`src/rtl/adc_conversion_sequencer.sv`:
```
// adc_conversion_sequencer
//   Sequences the SAR-ADC digital core (adc_core_digital) for single-shot or
//   periodic conversions. Shares the core clock, holds the core in reset
//   between conversions, presents latched configuration words, aborts a
//   conversion that never completes, and buffers results in a small FIFO with
//   a valid/ready handshake toward the host.
//
// Ports
//   clk, rst_n            clock (core clk_dig_in net), synchronous active-low reset
//   start_single_in       pulse: request one conversion (IDLE only)
//   continuous_in         level: free-running conversions while high
//   stop_in               pulse: end continuous operation
//   interval_in           idle cycles between continuous conversions
//   avg_control_in        averaging setting, latched at ARM
//   osr_mode_in           oversampling mode, latched at ARM
//   clear_flags_in        pulse: clears overflow_out / timeout_out
//   adc_rst_n_out         core reset, high only while converting
//   config_1_out          {10'b0, osr, avg} latched at ARM
//   config_2_out          reserved, always zero
//   adc_result_in         core result
//   adc_conv_finished_in  core completion strobe
//   result_out            FIFO head data
//   result_valid_out      FIFO not empty
//   result_ready_in       consumer accepts head
//   fifo_level_out        entries stored
//   busy_out              sequencer not idle
//   overflow_out          sticky: a result was dropped
//   timeout_out           sticky: a conversion was aborted
module adc_conversion_sequencer #(
  parameter int unsigned FIFO_DEPTH     = 4,
  parameter int unsigned TIMEOUT_CYCLES = 1023
) (
  input  logic                        clk,
  input  logic                        rst_n,
  input  logic                        start_single_in,
  input  logic                        continuous_in,
  input  logic                        stop_in,
  input  logic [15:0]                 interval_in,
  input  logic [2:0]                  avg_control_in,
  input  logic [2:0]                  osr_mode_in,
  input  logic                        clear_flags_in,
  output logic                        adc_rst_n_out,
  output logic [15:0]                 config_1_out,
  output logic [15:0]                 config_2_out,
  input  logic [15:0]                 adc_result_in,
  input  logic                        adc_conv_finished_in,
  output logic [15:0]                 result_out,
  output logic                        result_valid_out,
  input  logic                        result_ready_in,
  output logic [$clog2(FIFO_DEPTH):0] fifo_level_out,
  output logic                        busy_out,
  output logic                        overflow_out,
  output logic                        timeout_out
);

  localparam int unsigned   PW         = $clog2(FIFO_DEPTH);
  localparam int unsigned   LW         = PW + 1;
  localparam logic [15:0]   TCNT_LAST  = 16'(TIMEOUT_CYCLES - 1);
  localparam logic [LW-1:0] LEVEL_FULL = LW'(FIFO_DEPTH);

  typedef enum logic [1:0] {
    S_IDLE,
    S_ARM,
    S_CONVERT,
    S_WAIT
  } state_t;

  state_t        state_q, state_d;
  logic [15:0]   tcnt_q, tcnt_d;
  logic [15:0]   wcnt_q, wcnt_d;
  logic [15:0]   interval_q;
  logic          mode_cont_q;
  logic          stop_pend_q;
  logic          cont_block_q;
  logic          push_req;
  logic          timeout_evt;

  logic [15:0]   mem [FIFO_DEPTH];
  logic [PW-1:0] wr_ptr_q, rd_ptr_q, rd_ptr_d;
  logic [LW-1:0] level_d;
  logic [15:0]   head_d;
  logic          pop, push, full, overflow_evt;

  assign config_2_out = '0;

  // Next-state logic
  always_comb begin
    state_d     = state_q;
    tcnt_d      = tcnt_q;
    wcnt_d      = wcnt_q;
    push_req    = 1'b0;
    timeout_evt = 1'b0;
    unique case (state_q)
      S_IDLE: begin
        if (start_single_in || (continuous_in && !cont_block_q)) state_d = S_ARM;
      end
      S_ARM: begin
        tcnt_d  = '0;
        state_d = S_CONVERT;
      end
      S_CONVERT: begin
        tcnt_d = tcnt_q + 16'd1;
        if (adc_conv_finished_in) begin
          push_req = 1'b1;
          if (!mode_cont_q || stop_pend_q || stop_in || !continuous_in) begin
            state_d = S_IDLE;
          end else if (interval_q == '0) begin
            state_d = S_ARM;
          end else begin
            wcnt_d  = '0;
            state_d = S_WAIT;
          end
        end else if (tcnt_q == TCNT_LAST) begin
          timeout_evt = 1'b1;
          state_d     = S_IDLE;
        end
      end
      S_WAIT: begin
        if (stop_in || !continuous_in) begin
          state_d = S_IDLE;
        end else if (wcnt_q == interval_q - 16'd1) begin
          state_d = S_ARM;
        end else begin
          wcnt_d = wcnt_q + 16'd1;
        end
      end
      default: state_d = S_IDLE;
    endcase
  end

  // FIFO bookkeeping; head_d is the head after this edge so result_out stays registered
  always_comb begin
    pop          = result_valid_out & result_ready_in;
    full         = (fifo_level_out == LEVEL_FULL);
    push         = push_req & (~full | pop);
    overflow_evt = push_req & full & ~pop;
    rd_ptr_d     = pop ? rd_ptr_q + PW'(1) : rd_ptr_q;
    level_d      = fifo_level_out;
    if (push && !pop) begin
      level_d = fifo_level_out + LW'(1);
    end else if (!push && pop) begin
      level_d = fifo_level_out - LW'(1);
    end
    head_d = result_out;
    if (level_d != '0) begin
      head_d = (push && (wr_ptr_q == rd_ptr_d)) ? adc_result_in : mem[rd_ptr_d];
    end
  end

  always_ff @(posedge clk) begin
    if (!rst_n) begin
      state_q <= S_IDLE;
    end else begin
      state_q <= state_d;
    end
  end

  always_ff @(posedge clk) begin
    if (push) mem[wr_ptr_q] <= adc_result_in;
  end

  always_ff @(posedge clk) begin
    if (!rst_n) begin
      tcnt_q           <= '0;
      wcnt_q           <= '0;
      interval_q       <= '0;
      mode_cont_q      <= 1'b0;
      stop_pend_q      <= 1'b0;
      cont_block_q     <= 1'b0;
      adc_rst_n_out    <= 1'b0;
      busy_out         <= 1'b0;
      config_1_out     <= '0;
      wr_ptr_q         <= '0;
      rd_ptr_q         <= '0;
      fifo_level_out   <= '0;
      result_valid_out <= 1'b0;
      result_out       <= '0;
      overflow_out     <= 1'b0;
      timeout_out      <= 1'b0;
    end else begin
      tcnt_q        <= tcnt_d;
      wcnt_q        <= wcnt_d;
      adc_rst_n_out <= (state_d == S_CONVERT);
      busy_out      <= (state_d != S_IDLE);

      if (state_q == S_IDLE) begin
        mode_cont_q <= continuous_in & ~start_single_in;
        stop_pend_q <= 1'b0;
      end else if ((state_q == S_ARM || state_q == S_CONVERT) && stop_in) begin
        stop_pend_q <= 1'b1;
      end

      if (state_q == S_ARM) begin
        config_1_out <= {10'b0, osr_mode_in, avg_control_in};
        interval_q   <= interval_in;
      end

      // A stop that ends a run keeps a still-high continuous_in from
      // re-arming straight out of IDLE; the block lifts once the level drops.
      if (!continuous_in) begin
        cont_block_q <= 1'b0;
      end else if (state_q != S_IDLE && state_d == S_IDLE && (stop_in || stop_pend_q)) begin
        cont_block_q <= 1'b1;
      end

      if (push) wr_ptr_q <= wr_ptr_q + PW'(1);
      rd_ptr_q         <= rd_ptr_d;
      fifo_level_out   <= level_d;
      result_valid_out <= (level_d != '0);
      result_out       <= head_d;

      if (overflow_evt)        overflow_out <= 1'b1;
      else if (clear_flags_in) overflow_out <= 1'b0;
      if (timeout_evt)         timeout_out  <= 1'b1;
      else if (clear_flags_in) timeout_out  <= 1'b0;
    end
  end

endmodule

```
`config.mk`:
```
export PLATFORM = sky130hd
export DESIGN_NAME = adc_conversion_sequencer
export DESIGN_NICKNAME = d
export VERILOG_FILES = /design/src/rtl/adc_conversion_sequencer.sv
export SDC_FILE = /design/constraint.sdc
export NUM_CORES = 1
export LEC_CHECK = 0
export ABC_AREA = 1
export CAP_MARGIN = 5
export CORE_ASPECT_RATIO = 2
export CORE_UTILIZATION = 55
export CTS_CLUSTER_DIAMETER = 200
export DETAILED_ROUTE_END_ITERATION = 8
export PLACE_DENSITY = 0.86
export SKIP_CTS_REPAIR_TIMING = 1
export SYNTH_ARGS = -nofsm -noshare
export SYNTH_HDL_FRONTEND = slang
export SYNTH_SLANG_ARGS = --single-unit
```
`constraint.sdc`:
```
create_clock -name clk -period 2.5 [get_ports clk]
set_input_delay 0.5 -clock clk [delete_from_list [all_inputs] [get_ports clk]]
set_output_delay 0.5 -clock clk [all_outputs]
set_load 0.005 [all_outputs]
```
==> impl_metrics.py <==
metrics = {
    "yosys": {
        "synth-xor-area-share_pct": 2.48,
        "synth_compound_area_share_pct": 12.7,
        "yosysTopAreaCell": "edfxtp_1",
        "synth.avg_cell_area_um2": 8.00,
        "synth_warnings": 0,
        "synth-edff-count": 64,
        "synthSimpleGateAreaFrac_pct": 22.9,
        "synth-main-ff-cell": "dfxtp_1",
        "syn_area_um2": 7410,
        "syn_inst": 926,
        "synth_top_family_by_area": "simple AND/OR/NAND/NOR gates",
        "ys_top_cells_by_count": "178 x nor2_1, 156 x nand2_1, 102 x inv_1",
        "synth.distinct_cells": 38,
        "synth_async_sr_flop_share_pct": 0,
        "synth.mux.area_fraction_pct": 0,
        "yosysTopAreaCellShare_pct": 25.9,
        "synth.top_cells.by_area": "edfxtp_1 26%, dfxtp_1 24%, nor2_1 9.0%",
        "synth.ff_latch_count": 151,
        "yosysSeqAreaShare_pct": 49.5,
        "synth.most_common_cell": "nor2_1",
        "synth_fa_ha_area_share_pct": 2.53,
    },
    "placement": {
        "pre_cts_slack_ps": -78.9,
        "hpwl_mm": 13.0,
        "port_buffers": 75,
        "gp_congestion": 0.932,
        "placed_area_um2": 8450,
    },
    "timing": {
        "fin_setup_tns_ps": 0,
        "fmax_mhz": 425,
        "period_needed_ps": 2350,
        "setup_viol": 0,
        "timing.final.crit_share_pct": 94.2,
        "final.setup_skew_ps": 12.1,
        "final_hold_viol_count": 0,
        "finalMaxSlewViolations": 0,
        "finalWorstSetupSlack_ps": 146,
    },
    "route": {
        "drc": 6,
        "ant_nets": 0,
        "wirelength_mm": 19.0,
        "top_layer_used": "met4",
        "dr_wl_met3_um": 747,
        "via_count": 6623,
        "wl_met1_mm": 6.60,
        "avgRoutedWirePerCell_um": 16.0,
        "drt_iter0_drc": 389,
        "via_per_inst": 5.57,
        "dr_wl_met2_mm": 10.7,
        "dr.pass1.iters": 7,
    },
    "worst_setup_path": {
        "path_max_fanout": 10,
        "crit_chain": "inv_2 > ha_1 > nand2_2 > nand2_1 > nand2_1 > nand3_1 > nor2_1 > nand2_1 > nor2_1 > nand2_1 > nor2_4 > a21oi_2 > o21ai_4 > buf_6 > nand2_1 > a21oi_1",
        "cp-start-kind": "flip-flop",
        "cp.arrival_ps": 2690,
        "cp_slowest_cell": "dfxtp_1",
        "critical_path_class": "flip-flop to flip-flop",
        "cp.required_ps": 2840,
        "crit_path_frequent_cell": "nand2_1",
        "cp_slowest_stage_delay_ps": 350,
        "worst_setup_path_end_kind": "flip-flop",
    },
    "floorplan": {
        "die_h_um": 166,
        "io_pins": 102,
        "num_rows": 59,
        "die_area_um2": 14000,
        "initial_core_util_pct": 56.7,
        "design.core.area_um2": 13100,
        "die_x_um": 84.1,
    },
    "global_routing": {
        "antenna_found_initial": 0,
        "first_global_vias": 6747,
        "grt_first_pass_wirelength_mm": 30.5,
        "grt_max_degree": 37,
        "overflow": 0,
        "grtUsageTotal_pct": 27.9,
    },
    "pwr": {
        "netSwitchingPower_uw": 2440,
        "p_sw_share_pct": 31.9,
        "peakVddDrop_v": 0.000790,
        "p_int_uw": 5210,
        "power_frac_clock_pct": 35.2,
        "p_leak_uw": 0.00364,
        "p_comb_share_pct": 27.0,
        "total_power_uw": 7650,
        "seqPwrFrac_pct": 37.8,
        "p_per_area_nw_per_um2": 840,
    },
    "clock_network": {
        "clock_latency_ps": 420,
        "clockBufferDepth": 2,
        "cts_inserted_buffers": 17,
        "clkTransAtPathRegs_ps": 60,
        "clockRootBuffer": "clkbuf_16",
        "htreeDepth": 4,
        "cts_tree": "built",
        "cts.sinks": 151,
    },
    "layout": {
        "fin_nets": 1084,
        "drive_gt1_share_pct": 8.59,
        "utilization_pct": 69.7,
        "final_area_um2": 9110,
        "diodes": 0,
        "syn2layout_area_growth_pct": 23.0,
    },
    "job": {
        "cap_violations": 0,
    },
    "outcome": {
        "violations": "design-rule violations",
        "status": "finished with violations",
    },
    "hold_path": {
        "hold_class": "flip-flop to flip-flop",
    },
}
## sequential cells by signal, indices dropped and copies added, names as in the netlist, 2 cells and up
signal and cells:
config_1_out 6, fifo_level_out 3, interval_q 16, mem 64
rd_ptr_q 2, result_out 16, state_q 2, tcnt_q 16
wcnt_q 16, wr_ptr_q 2
## path summary, 6_finish.rpt
kind | startpoint | endpoint | slack (ps) | cells after the start
max | interval_q[0] | wcnt_q[11] | 150 | 16
min | cont_block_q | cont_block_q | 470 | 2
max reg2reg | interval_q[0] | wcnt_q[11] | 150 | 16
min reg2reg | cont_block_q | cont_block_q | 470 | 2
## placed cells by master, fill, tap and decap left out, drive strengths merged, types with 17 or more instances in the layout
cell and instances:
xor2 17, inv 115, nor2 185, o21ai 72, conb 26, clkbuf 18
a21oi 54, edfxtp 64, nand2 157, o32ai 17, buf 32, clkdlybuf4s50 75
nand3 41, dfxtp 87
## worst max-delay path, delay by kind of cell, from the launching register on
kind	cells	cell delay (ps)
and+or+nand+nor	10	1000
AOI/OAI and AO/OA	3	490
DFF	1	350
buffers and inverters	2	220
adders and majority gates	1	220
## per-layer routing
metal,GRT usage (%),vias up
li1,-,3188
met4,18.8,0
met1,26.5,3099
met2,53.6,258
met5,0,-
met3,4.22,78
## power groups by stage
stage / Clock (µW) / Combinational (µW) / Sequential [µW]
6_report: 2690 / 2070 / 2890
4_1_cts: 2720 / 2020 / 2890
3_3_place_gp: 0 / 1890 / 2940
2_1_floorplan: 0 / 1190 / 2910
5_1_grt: 2810 / 2260 / 2910
3_5_place_dp: 0 / 1960 / 2930
## cells by family (layout without fill, tap and decap cells)
| group | after synthesis | count (layout) |
|---|---|---|
| and+or+nand+nor | 412 | 413 |
| other | 1 | 26 |
| adders and majority gates | 15 | 15 |
| buffers and inverters | 164 | 248 |
| AOI/OAI and AO/OA | 162 | 162 |
| DFF | 151 | 151 |
| xor gates and xnor gates | 21 | 21 |
## stage by stage
step / hold WS [ps] / instances
after floorplan: 432 / 951
after global placement: 444 / 1154
after detailed placement: 454 / 1154
after CTS: 465 / 1186
after global routing: 500 / 1188
final: 466 / 1188
## cell type report
cell class | instances | area (µm²)
Clock buffer | 18 | 429
Clock inverter | 14 | 188
Fill cell | 960 | 3960
Inverter | 109 | 414
Multi-Input combinational cell | 637 | 3140
Sequential cell | 151 | 3660
Tap cell | 152 | 190
Timing Repair Buffer | 107 | 1080
No activity file was read; power rests on OpenSTA's default activity.
